[src/rtl/robo_pkg.sv]
// robo_pkg: shared headings and pose arithmetic for the robo_ambiente grid world.
// Headings turn clockwise N -> E -> S -> W. North increases y and east increases x.
package robo_pkg;

    typedef enum logic [1:0] {
        DIR_N = 2'd0,
        DIR_E = 2'd1,
        DIR_S = 2'd2,
        DIR_W = 2'd3
    } dir_t;

    // Signed one-cell step taken when moving along a heading.
    typedef struct packed {
        int dx;
        int dy;
    } delta_t;

    // Heading after one 90-degree clockwise turn.
    function automatic dir_t rot_cw(dir_t d);
        logic [1:0] t;
        t = d + 2'd1;
        return dir_t'(t);
    endfunction

    // Heading pointing to the robot's left side (three clockwise turns).
    function automatic dir_t left_of(dir_t d);
        logic [1:0] t;
        t = d + 2'd3;
        return dir_t'(t);
    endfunction

    // Offset of the neighbouring cell in the given heading.
    function automatic delta_t delta(dir_t d);
        delta_t r;
        r.dx = 0;
        r.dy = 0;
        case (d)
            DIR_N:   r.dy = 1;
            DIR_E:   r.dx = 1;
            DIR_S:   r.dy = -1;
            default: r.dx = -1;
        endcase
        return r;
    endfunction

endpackage

[src/rtl/robo_ambiente_if.sv]
// robo_ambiente_if: command and sensor bundle between the wall-following controller
// (master) and the grid-world environment (slave).
interface robo_ambiente_if #(
    parameter int LARGURA  = 4,
    parameter int ALTURA   = 4,
    parameter int PASSOS_W = 8
);
    import robo_pkg::*;

    localparam int XW = $clog2(LARGURA);
    localparam int YW = $clog2(ALTURA);

    logic                avancar;
    logic                girar;
    logic                head;
    logic                left;
    logic [XW-1:0]       pos_x;
    logic [YW-1:0]       pos_y;
    dir_t                dir;
    logic [PASSOS_W-1:0] passos;
    logic                colisao;
    logic                chegou;
    logic                esgotado;

    modport master (
        output avancar, girar,
        input  head, left, pos_x, pos_y, dir, passos, colisao, chegou, esgotado
    );

    modport slave (
        input  avancar, girar,
        output head, left, pos_x, pos_y, dir, passos, colisao, chegou, esgotado
    );

endinterface

[src/rtl/robo_sensor.sv]
// robo_sensor: purely combinational wall lookup for the cell next to a pose in a given
// heading. Cells outside the grid are reported as walls.
module robo_sensor
    import robo_pkg::*;
#(
    parameter int                        LARGURA = 4,
    parameter int                        ALTURA  = 4,
    parameter logic [LARGURA*ALTURA-1:0] MAPA    = '0,
    localparam int                       XW      = $clog2(LARGURA),
    localparam int                       YW      = $clog2(ALTURA)
) (
    input  logic [XW-1:0] pos_x,
    input  logic [YW-1:0] pos_y,
    input  dir_t          heading,
    output logic          wall
);

    delta_t d;
    int     nx;
    int     ny;

    // Find the neighbouring cell, then report a wall if it is off-grid or set in the map.
    always_comb begin
        d    = delta(heading);
        nx   = int'(pos_x) + d.dx;
        ny   = int'(pos_y) + d.dy;
        wall = 1'b0;
        if (nx < 0 || nx >= LARGURA || ny < 0 || ny >= ALTURA) begin
            wall = 1'b1;
        end else begin
            for (int i = 0; i < LARGURA*ALTURA; i++) begin
                if (i == ny*LARGURA + nx) begin
                    wall = MAPA[i];
                end
            end
        end
    end

endmodule

[src/rtl/robo_ambiente.sv]
// robo_ambiente: grid-world environment for the wall-following robot. It executes
// avancar/girar commands, keeps the pose, and feeds head/left wall sensors back.
// Optional macro ROBO_AMBIENTE_TIMEOUT_EN adds a step limit (esgotado) that freezes the block.
module robo_ambiente
    import robo_pkg::*;
#(
    parameter int                        LARGURA    = 4,
    parameter int                        ALTURA     = 4,
    parameter logic [LARGURA*ALTURA-1:0] MAPA       = '0,
    parameter int                        X0         = 0,
    parameter int                        Y0         = 0,
    parameter int                        DIR0       = 0,
    parameter int                        GOAL_X     = 3,
    parameter int                        GOAL_Y     = 3,
    parameter int                        PASSOS_W   = 8,
    parameter int                        MAX_PASSOS = 200
) (
    input logic            clock,
    input logic            reset,
    robo_ambiente_if.slave bus
);

    localparam int   XW      = $clog2(LARGURA);
    localparam int   YW      = $clog2(ALTURA);
    localparam logic CHEGOU0 = (X0 == GOAL_X) && (Y0 == GOAL_Y);

    logic [XW-1:0]       pos_x_q, pos_x_n;
    logic [YW-1:0]       pos_y_q, pos_y_n;
    dir_t                dir_q, dir_n;
    logic [PASSOS_W-1:0] passos_q, passos_n;
    logic                colisao_q, colisao_n;
    logic                chegou_q, chegou_n;
    logic                frozen;
    logic                head_w, left_w;
    delta_t              ahead;

`ifdef ROBO_AMBIENTE_TIMEOUT_EN
    logic esgotado_q, esgotado_n;
    assign frozen = chegou_q | esgotado_q;
`else
    assign frozen = chegou_q;
`endif

    robo_sensor #(.LARGURA(LARGURA), .ALTURA(ALTURA), .MAPA(MAPA)) u_sensor_head (
        .pos_x   (pos_x_q),
        .pos_y   (pos_y_q),
        .heading (dir_q),
        .wall    (head_w)
    );

    robo_sensor #(.LARGURA(LARGURA), .ALTURA(ALTURA), .MAPA(MAPA)) u_sensor_left (
        .pos_x   (pos_x_q),
        .pos_y   (pos_y_q),
        .heading (left_of(dir_q)),
        .wall    (left_w)
    );

    // Next pose and counters: turning wins over moving, a blocked move only raises colisao.
    always_comb begin
        pos_x_n   = pos_x_q;
        pos_y_n   = pos_y_q;
        dir_n     = dir_q;
        passos_n  = passos_q;
        colisao_n = 1'b0;
        chegou_n  = chegou_q;
        ahead     = delta(dir_q);
`ifdef ROBO_AMBIENTE_TIMEOUT_EN
        esgotado_n = esgotado_q;
`endif
        if (!frozen) begin
            if (bus.girar) begin
                dir_n    = rot_cw(dir_q);
                passos_n = (passos_q == '1) ? passos_q : passos_q + 1'b1;
            end else if (bus.avancar && !head_w) begin
                pos_x_n  = XW'(int'(pos_x_q) + ahead.dx);
                pos_y_n  = YW'(int'(pos_y_q) + ahead.dy);
                passos_n = (passos_q == '1) ? passos_q : passos_q + 1'b1;
                if (int'(pos_x_n) == GOAL_X && int'(pos_y_n) == GOAL_Y) begin
                    chegou_n = 1'b1;
                end
            end else if (bus.avancar) begin
                colisao_n = 1'b1;
            end
`ifdef ROBO_AMBIENTE_TIMEOUT_EN
            if (passos_n != passos_q && int'(passos_n) == MAX_PASSOS) begin
                esgotado_n = 1'b1;
            end
`endif
        end
    end

    // State register; reset restores the start pose and overrides any command.
    always_ff @(posedge clock) begin
        if (reset) begin
            pos_x_q   <= XW'(X0);
            pos_y_q   <= YW'(Y0);
            dir_q     <= dir_t'(DIR0[1:0]);
            passos_q  <= '0;
            colisao_q <= 1'b0;
            chegou_q  <= CHEGOU0;
`ifdef ROBO_AMBIENTE_TIMEOUT_EN
            esgotado_q <= 1'b0;
`endif
        end else begin
            pos_x_q   <= pos_x_n;
            pos_y_q   <= pos_y_n;
            dir_q     <= dir_n;
            passos_q  <= passos_n;
            colisao_q <= colisao_n;
            chegou_q  <= chegou_n;
`ifdef ROBO_AMBIENTE_TIMEOUT_EN
            esgotado_q <= esgotado_n;
`endif
        end
    end

    assign bus.head    = head_w;
    assign bus.left    = left_w;
    assign bus.pos_x   = pos_x_q;
    assign bus.pos_y   = pos_y_q;
    assign bus.dir     = dir_q;
    assign bus.passos  = passos_q;
    assign bus.colisao = colisao_q;
    assign bus.chegou  = chegou_q;
`ifdef ROBO_AMBIENTE_TIMEOUT_EN
    assign bus.esgotado = esgotado_q;
`else
    assign bus.esgotado = 1'b0;
`endif

endmodule
[src/flat_wrapper.sv]
// flat-port wrapper written by rule: the top's interface ports become plain ports
module robo_ambiente_flat import robo_pkg::*;
#(
    parameter int                        LARGURA    = 4,
    parameter int                        ALTURA     = 4,
    parameter logic [LARGURA*ALTURA-1:0] MAPA       = '0,
    parameter int                        X0         = 0,
    parameter int                        Y0         = 0,
    parameter int                        DIR0       = 0,
    parameter int                        GOAL_X     = 3,
    parameter int                        GOAL_Y     = 3,
    parameter int                        PASSOS_W   = 8,
    parameter int                        MAX_PASSOS = 200
)
  (clock, reset, bus_avancar, bus_girar, bus_head, bus_left, bus_pos_x, bus_pos_y, bus_dir, bus_passos, bus_colisao, bus_chegou, bus_esgotado);
  robo_ambiente_if #(.LARGURA(LARGURA), .ALTURA(ALTURA), .PASSOS_W(PASSOS_W)) bus_i ();
  input logic clock;
  input logic reset;
  input wire logic [$bits(bus_i.avancar)-1:0] bus_avancar;
  input wire logic [$bits(bus_i.girar)-1:0] bus_girar;
  output wire logic [$bits(bus_i.head)-1:0] bus_head;
  output wire logic [$bits(bus_i.left)-1:0] bus_left;
  output wire logic [$bits(bus_i.pos_x)-1:0] bus_pos_x;
  output wire logic [$bits(bus_i.pos_y)-1:0] bus_pos_y;
  output wire logic [$bits(bus_i.dir)-1:0] bus_dir;
  output wire logic [$bits(bus_i.passos)-1:0] bus_passos;
  output wire logic [$bits(bus_i.colisao)-1:0] bus_colisao;
  output wire logic [$bits(bus_i.chegou)-1:0] bus_chegou;
  output wire logic [$bits(bus_i.esgotado)-1:0] bus_esgotado;
  assign bus_i.avancar = bus_avancar;
  assign bus_i.girar = bus_girar;
  assign bus_head = bus_i.head;
  assign bus_left = bus_i.left;
  assign bus_pos_x = bus_i.pos_x;
  assign bus_pos_y = bus_i.pos_y;
  assign bus_dir = bus_i.dir;
  assign bus_passos = bus_i.passos;
  assign bus_colisao = bus_i.colisao;
  assign bus_chegou = bus_i.chegou;
  assign bus_esgotado = bus_i.esgotado;
  robo_ambiente #(.LARGURA(LARGURA), .ALTURA(ALTURA), .MAPA(MAPA), .X0(X0), .Y0(Y0), .DIR0(DIR0), .GOAL_X(GOAL_X), .GOAL_Y(GOAL_Y), .PASSOS_W(PASSOS_W), .MAX_PASSOS(MAX_PASSOS)) u_core (.clock(clock), .reset(reset), .bus(bus_i));
endmodule
[config.mk]
export PLATFORM = sky130hd
export DESIGN_NAME = robo_ambiente_flat
export DESIGN_NICKNAME = d
export VERILOG_FILES = /design/src/rtl/robo_pkg.sv /design/src/rtl/robo_ambiente_if.sv /design/src/rtl/robo_sensor.sv /design/src/rtl/robo_ambiente.sv /design/src/flat_wrapper.sv
export SDC_FILE = /design/constraint.sdc
export NUM_CORES = 1
export LEC_CHECK = 0
export CAP_MARGIN = 15
export CORE_MARGIN = 2
export CORE_UTILIZATION = 55
export DETAILED_ROUTE_END_ITERATION = 6
export DONT_BUFFER_PORTS = 1
export GPL_TIMING_DRIVEN = 1
export PLACE_DENSITY_LB_ADDON = 0.05
export SETUP_SLACK_MARGIN = 0.15
export SYNTH_ARGS = -nofsm -noshare
export SYNTH_HDL_FRONTEND = slang
export SYNTH_SLANG_ARGS = --single-unit
[constraint.sdc]
create_clock -name clock -period 4.5 [get_ports clock]
set_clock_uncertainty 0.15 [all_clocks]
set_input_delay 0.45 -clock clock [delete_from_list [all_inputs] [get_ports clock]]
set_output_delay 0.45 -clock clock [all_outputs]
set_load 0.02 [all_outputs]
==> results.json <==
{
  "timing.final.crit_share_pct": 89.4,
  "synthDistinctLibCells": 42,
  "nets": 229,
  "die_h_um": 57.8,
  "post_cts_hold_buffer_count": 0,
  "remaining_drc_errors": 0,
  "root_buffer": "clkbuf_4",
  "required_time_at_the_endpoint_of_the_critical_path_ns": 4.57,
  "top_level_ports": 23,
  "synth-seq-cells": 16,
  "crit_path_max_fanout": 11,
  "postCtsResizedCells": 0,
  "gpl_congestion": 0.824,
  "filler_cell_count": 256,
  "final_hold_viol_count": 0,
  "clk_transition_reported_paths_ns": 0.09,
  "areaGrowthSynthToFinish_pct": 5.10,
  "max-slew-margin-rel_pct": 50.3,
  "coreArea_mm2": 0.00276,
  "max_cap_violations": 0,
  "synth.largest_area_cell": "ha_1",
  "number_of_cts_inserted_buffers": 3,
  "fin_worst_hold_slack_ns": 0.0703,
  "wirelength_um": 3000,
  "synth.net_count": 222,
  "unrepaired_setup_endpoints_after_global_routing": "no",
  "grt_overflow_total": 0,
  "critPathKind": "reg2reg",
  "met1_usage_pct": 23.6,
  "met3_usage_pct": 1.79,
  "worst-slew-pin-transition_ns": 0.740,
  "p_leak_nw": 0.723,
  "synth-edff-count": 0,
  "run_status": "finished, final reports clean",
  "post_layout_nonfiller_instances": 209,
  "h-tree-depth": 1,
  "vdd.ir_drop.worst_v": 0.000231,
  "initial_utilization_pct": 57.8,
  "yosys-top-cells-count": "ha_1 (42), a21oi_1 (17), dfxtp_1 (16)",
  "drive_gt1_share_pct": 9.55,
  "cp_buf_inv_count": 2,
  "crit_path_start_kind": "register",
  "synthesis.instances": 173,
  "grt_start_max_net_pins": 20,
  "fin_setup_tns_ns": 0,
  "num_rows": 19,
  "cts_max_path_buffers": 2,
  "path_cells": "inv_1 > ha_2 > or2_2 > ha_1 > inv_1 > fa_1 > ha_1 > or4bb_1 > or4_4 > o31a_1 > or4_1 > a21oi_1",
  "cts.sink_count": 16,
  "num_vias": 1226,
  "place_inst": 206,
  "cts_setup_buffers": 0,
  "power_w": 0.000367,
  "setup_violations": 0,
  "die_w_um": 57.8,
  "critPathTopFamily": "simple AND/OR/NAND/NOR gates",
  "worstPathArrival_ns": 4.09,
  "critPathMaxStageDelay_ns": 0.53,
  "ys_async_sr_fraction_pct": 0,
  "hp-class": "in2reg",
  "post-synth-top-area-fraction_pct": 33.0,
  "netlist_area_mm2": 0.00159,
  "place_hpwl_um": 2480,
  "drt.antenna.violating_nets": 0,
  "drtIter0Drc": 17,
  "number_of_global_route_vias_before_repair": 1217,
  "floorplan.die_area_mm2": 0.00334,
  "avgRoutedWirePerCell_um": 14.3,
  "synth_top_flop_cell": "dfxtp_1",
  "wire_length_of_the_first_global_routing_pass_um": 5330,
  "cts_tree": "done",
  "fmax_mhz": 249,
  "synth-warning-count": 0,
  "syn_avg_cell_area_um2": 9.21,
  "global_route.peak_usage_layer": "met2",
  "grt_usage_pct": 19.9,
  "detailedRoute.firstPassIterationCount": 4,
  "synth_area_leaders": "ha_1 (33%), dfxtp_1 (20%), a21oi_1 (5.3%)",
  "ys_seq_area_share_pct": 20.1,
  "detail_route.vias_per_cell": 5.87,
  "maxSlewViolCount": 0,
  "place.port_buffers": 0,
  "cellPowerDensity_mw_per_mm2": 219,
  "crit_slowest_cell": "or4_1",
  "yosysMostFrequentCell": "ha_1",
  "layout.core_utilization_pct": 60.8,
  "fin_crit_ns": 4.02,
  "final_antenna_diode_count": 0,
  "antenna_found_initial": 0,
  "met2_usage_pct": 38.0,
  "cp-end-kind": "register",
  "clk_latency_ns": 0.29
}
==> registers in the layout, indices dropped and copies added, names as in the netlist <==
register            count
u_core.bus.passos       8
u_core.bus.dir          2
u_core.bus.pos_x        2
u_core.bus.pos_y        2
u_core.bus.chegou       1
u_core.bus.colisao      1
==> kinds of logic (layout without fill, tap and decap cells) <==
group	after synthesis	count (layout)	share of synthesized area (%)
other	1	1	0.235
adders and majority gates	45	45	36.7
and+or+nand+nor	57	57	21.9
DFF	16	16	20.1
muxes	5	5	3.22
AOI/OAI and AO/OA	31	31	11.8
buffers and inverters	14	19	3.85
xor gates and xnor gates	4	4	2.20
==> worst reg2reg max path: cells and delay by family (launching register included) <==
| family | cells | cell delay [ns] |
|---|---|---|
| and+or+nand+nor | 4 | 1.60 |
| AOI/OAI and AO/OA | 2 | 0.52 |
| adders and majority gates | 4 | 1.19 |
| DFF | 1 | 0.32 |
| buffers and inverters | 2 | 0.18 |
==> metrics by stage <==
stage | cell area [um^2] | setup WS [ns]
final | 1680 | 0.477
after global routing | 1680 | 0.278
after CTS | 1670 | 0.341
after detailed placement | 1650 | 0.365
after global placement | 1650 | 0.463
after floorplan | 1590 | 0.420
==> area by class of cell <==
| cell class | count | area [um^2] | area share (%) |
|---|---|---|---|
| Sequential cell | 16 | 320 | 19.1 |
| Inverter | 11 | 41.3 | 2.46 |
| Multi-Input combinational cell | 143 | 1210 | 72.5 |
| Tap cell | 31 | 38.8 | 2.32 |
| Timing Repair Buffer | 5 | 37.5 | 2.24 |
| Clock buffer | 3 | 22.5 | 1.34 |
==> path summary, 6_finish.rpt <==
| path | to | depth (start not counted) | slack (ns) | from |
|---|---|---|---|---|
| max reg2reg | u_core.bus.passos[3]$_SDFFE_PP0P_ | 12 | 0.48 | u_core.bus.dir[0]$_SDFFE_PP0P_ |
| min reg2reg | u_core.bus.passos[6]$_SDFFE_PP0P_ | 2 | 0.46 | u_core.bus.passos[6]$_SDFFE_PP0P_ |
| max | u_core.bus.passos[3]$_SDFFE_PP0P_ | 12 | 0.48 | u_core.bus.dir[0]$_SDFFE_PP0P_ |
| min | u_core.bus.chegou$_SDFF_PP0_ | 1 | 0.07 | reset |
==> layer usage <==
layer | wire [um] | share of wire [%]
met2 | 1590 | 53
met4 | 32 | 1.1
met1 | 1300 | 43
met5 | 0 | 0
met3 | 80 | 2.7
==> placed cells by master, fill, tap and decap left out, types with 2 or more instances in the layout <==
| cell | n |
|---|---|
| a21oi_1 | 17 |
| and3_1 | 2 |
| buf_4 | 5 |
| clkbuf_4 | 3 |
| dfxtp_1 | 16 |
| fa_1 | 3 |
| ha_1 | 41 |
| inv_1 | 11 |
| mux2i_1 | 4 |
| nand2_1 | 6 |
| nand3_1 | 4 |
| nand4_1 | 4 |
| nor2_1 | 9 |
| nor2b_1 | 6 |
| nor3_1 | 3 |
| nor4_1 | 5 |
| nor4bb_1 | 2 |
| o21ai_0 | 5 |
| o31ai_1 | 2 |
| or2_2 | 2 |
| or2b_2 | 2 |
| or4_1 | 3 |
| xnor2_1 | 2 |
| xor2_1 | 2 |
==> report_power, final <==
part           switching [W]   total, W  internal [W]
Combinational      0.0000737   0.000128     0.0000541
Clock              0.0000431  0.0000742     0.0000311
Sequential         0.0000157   0.000165      0.000149
Total               0.000132   0.000367      0.000235
(Power assumes the default switching activity.)
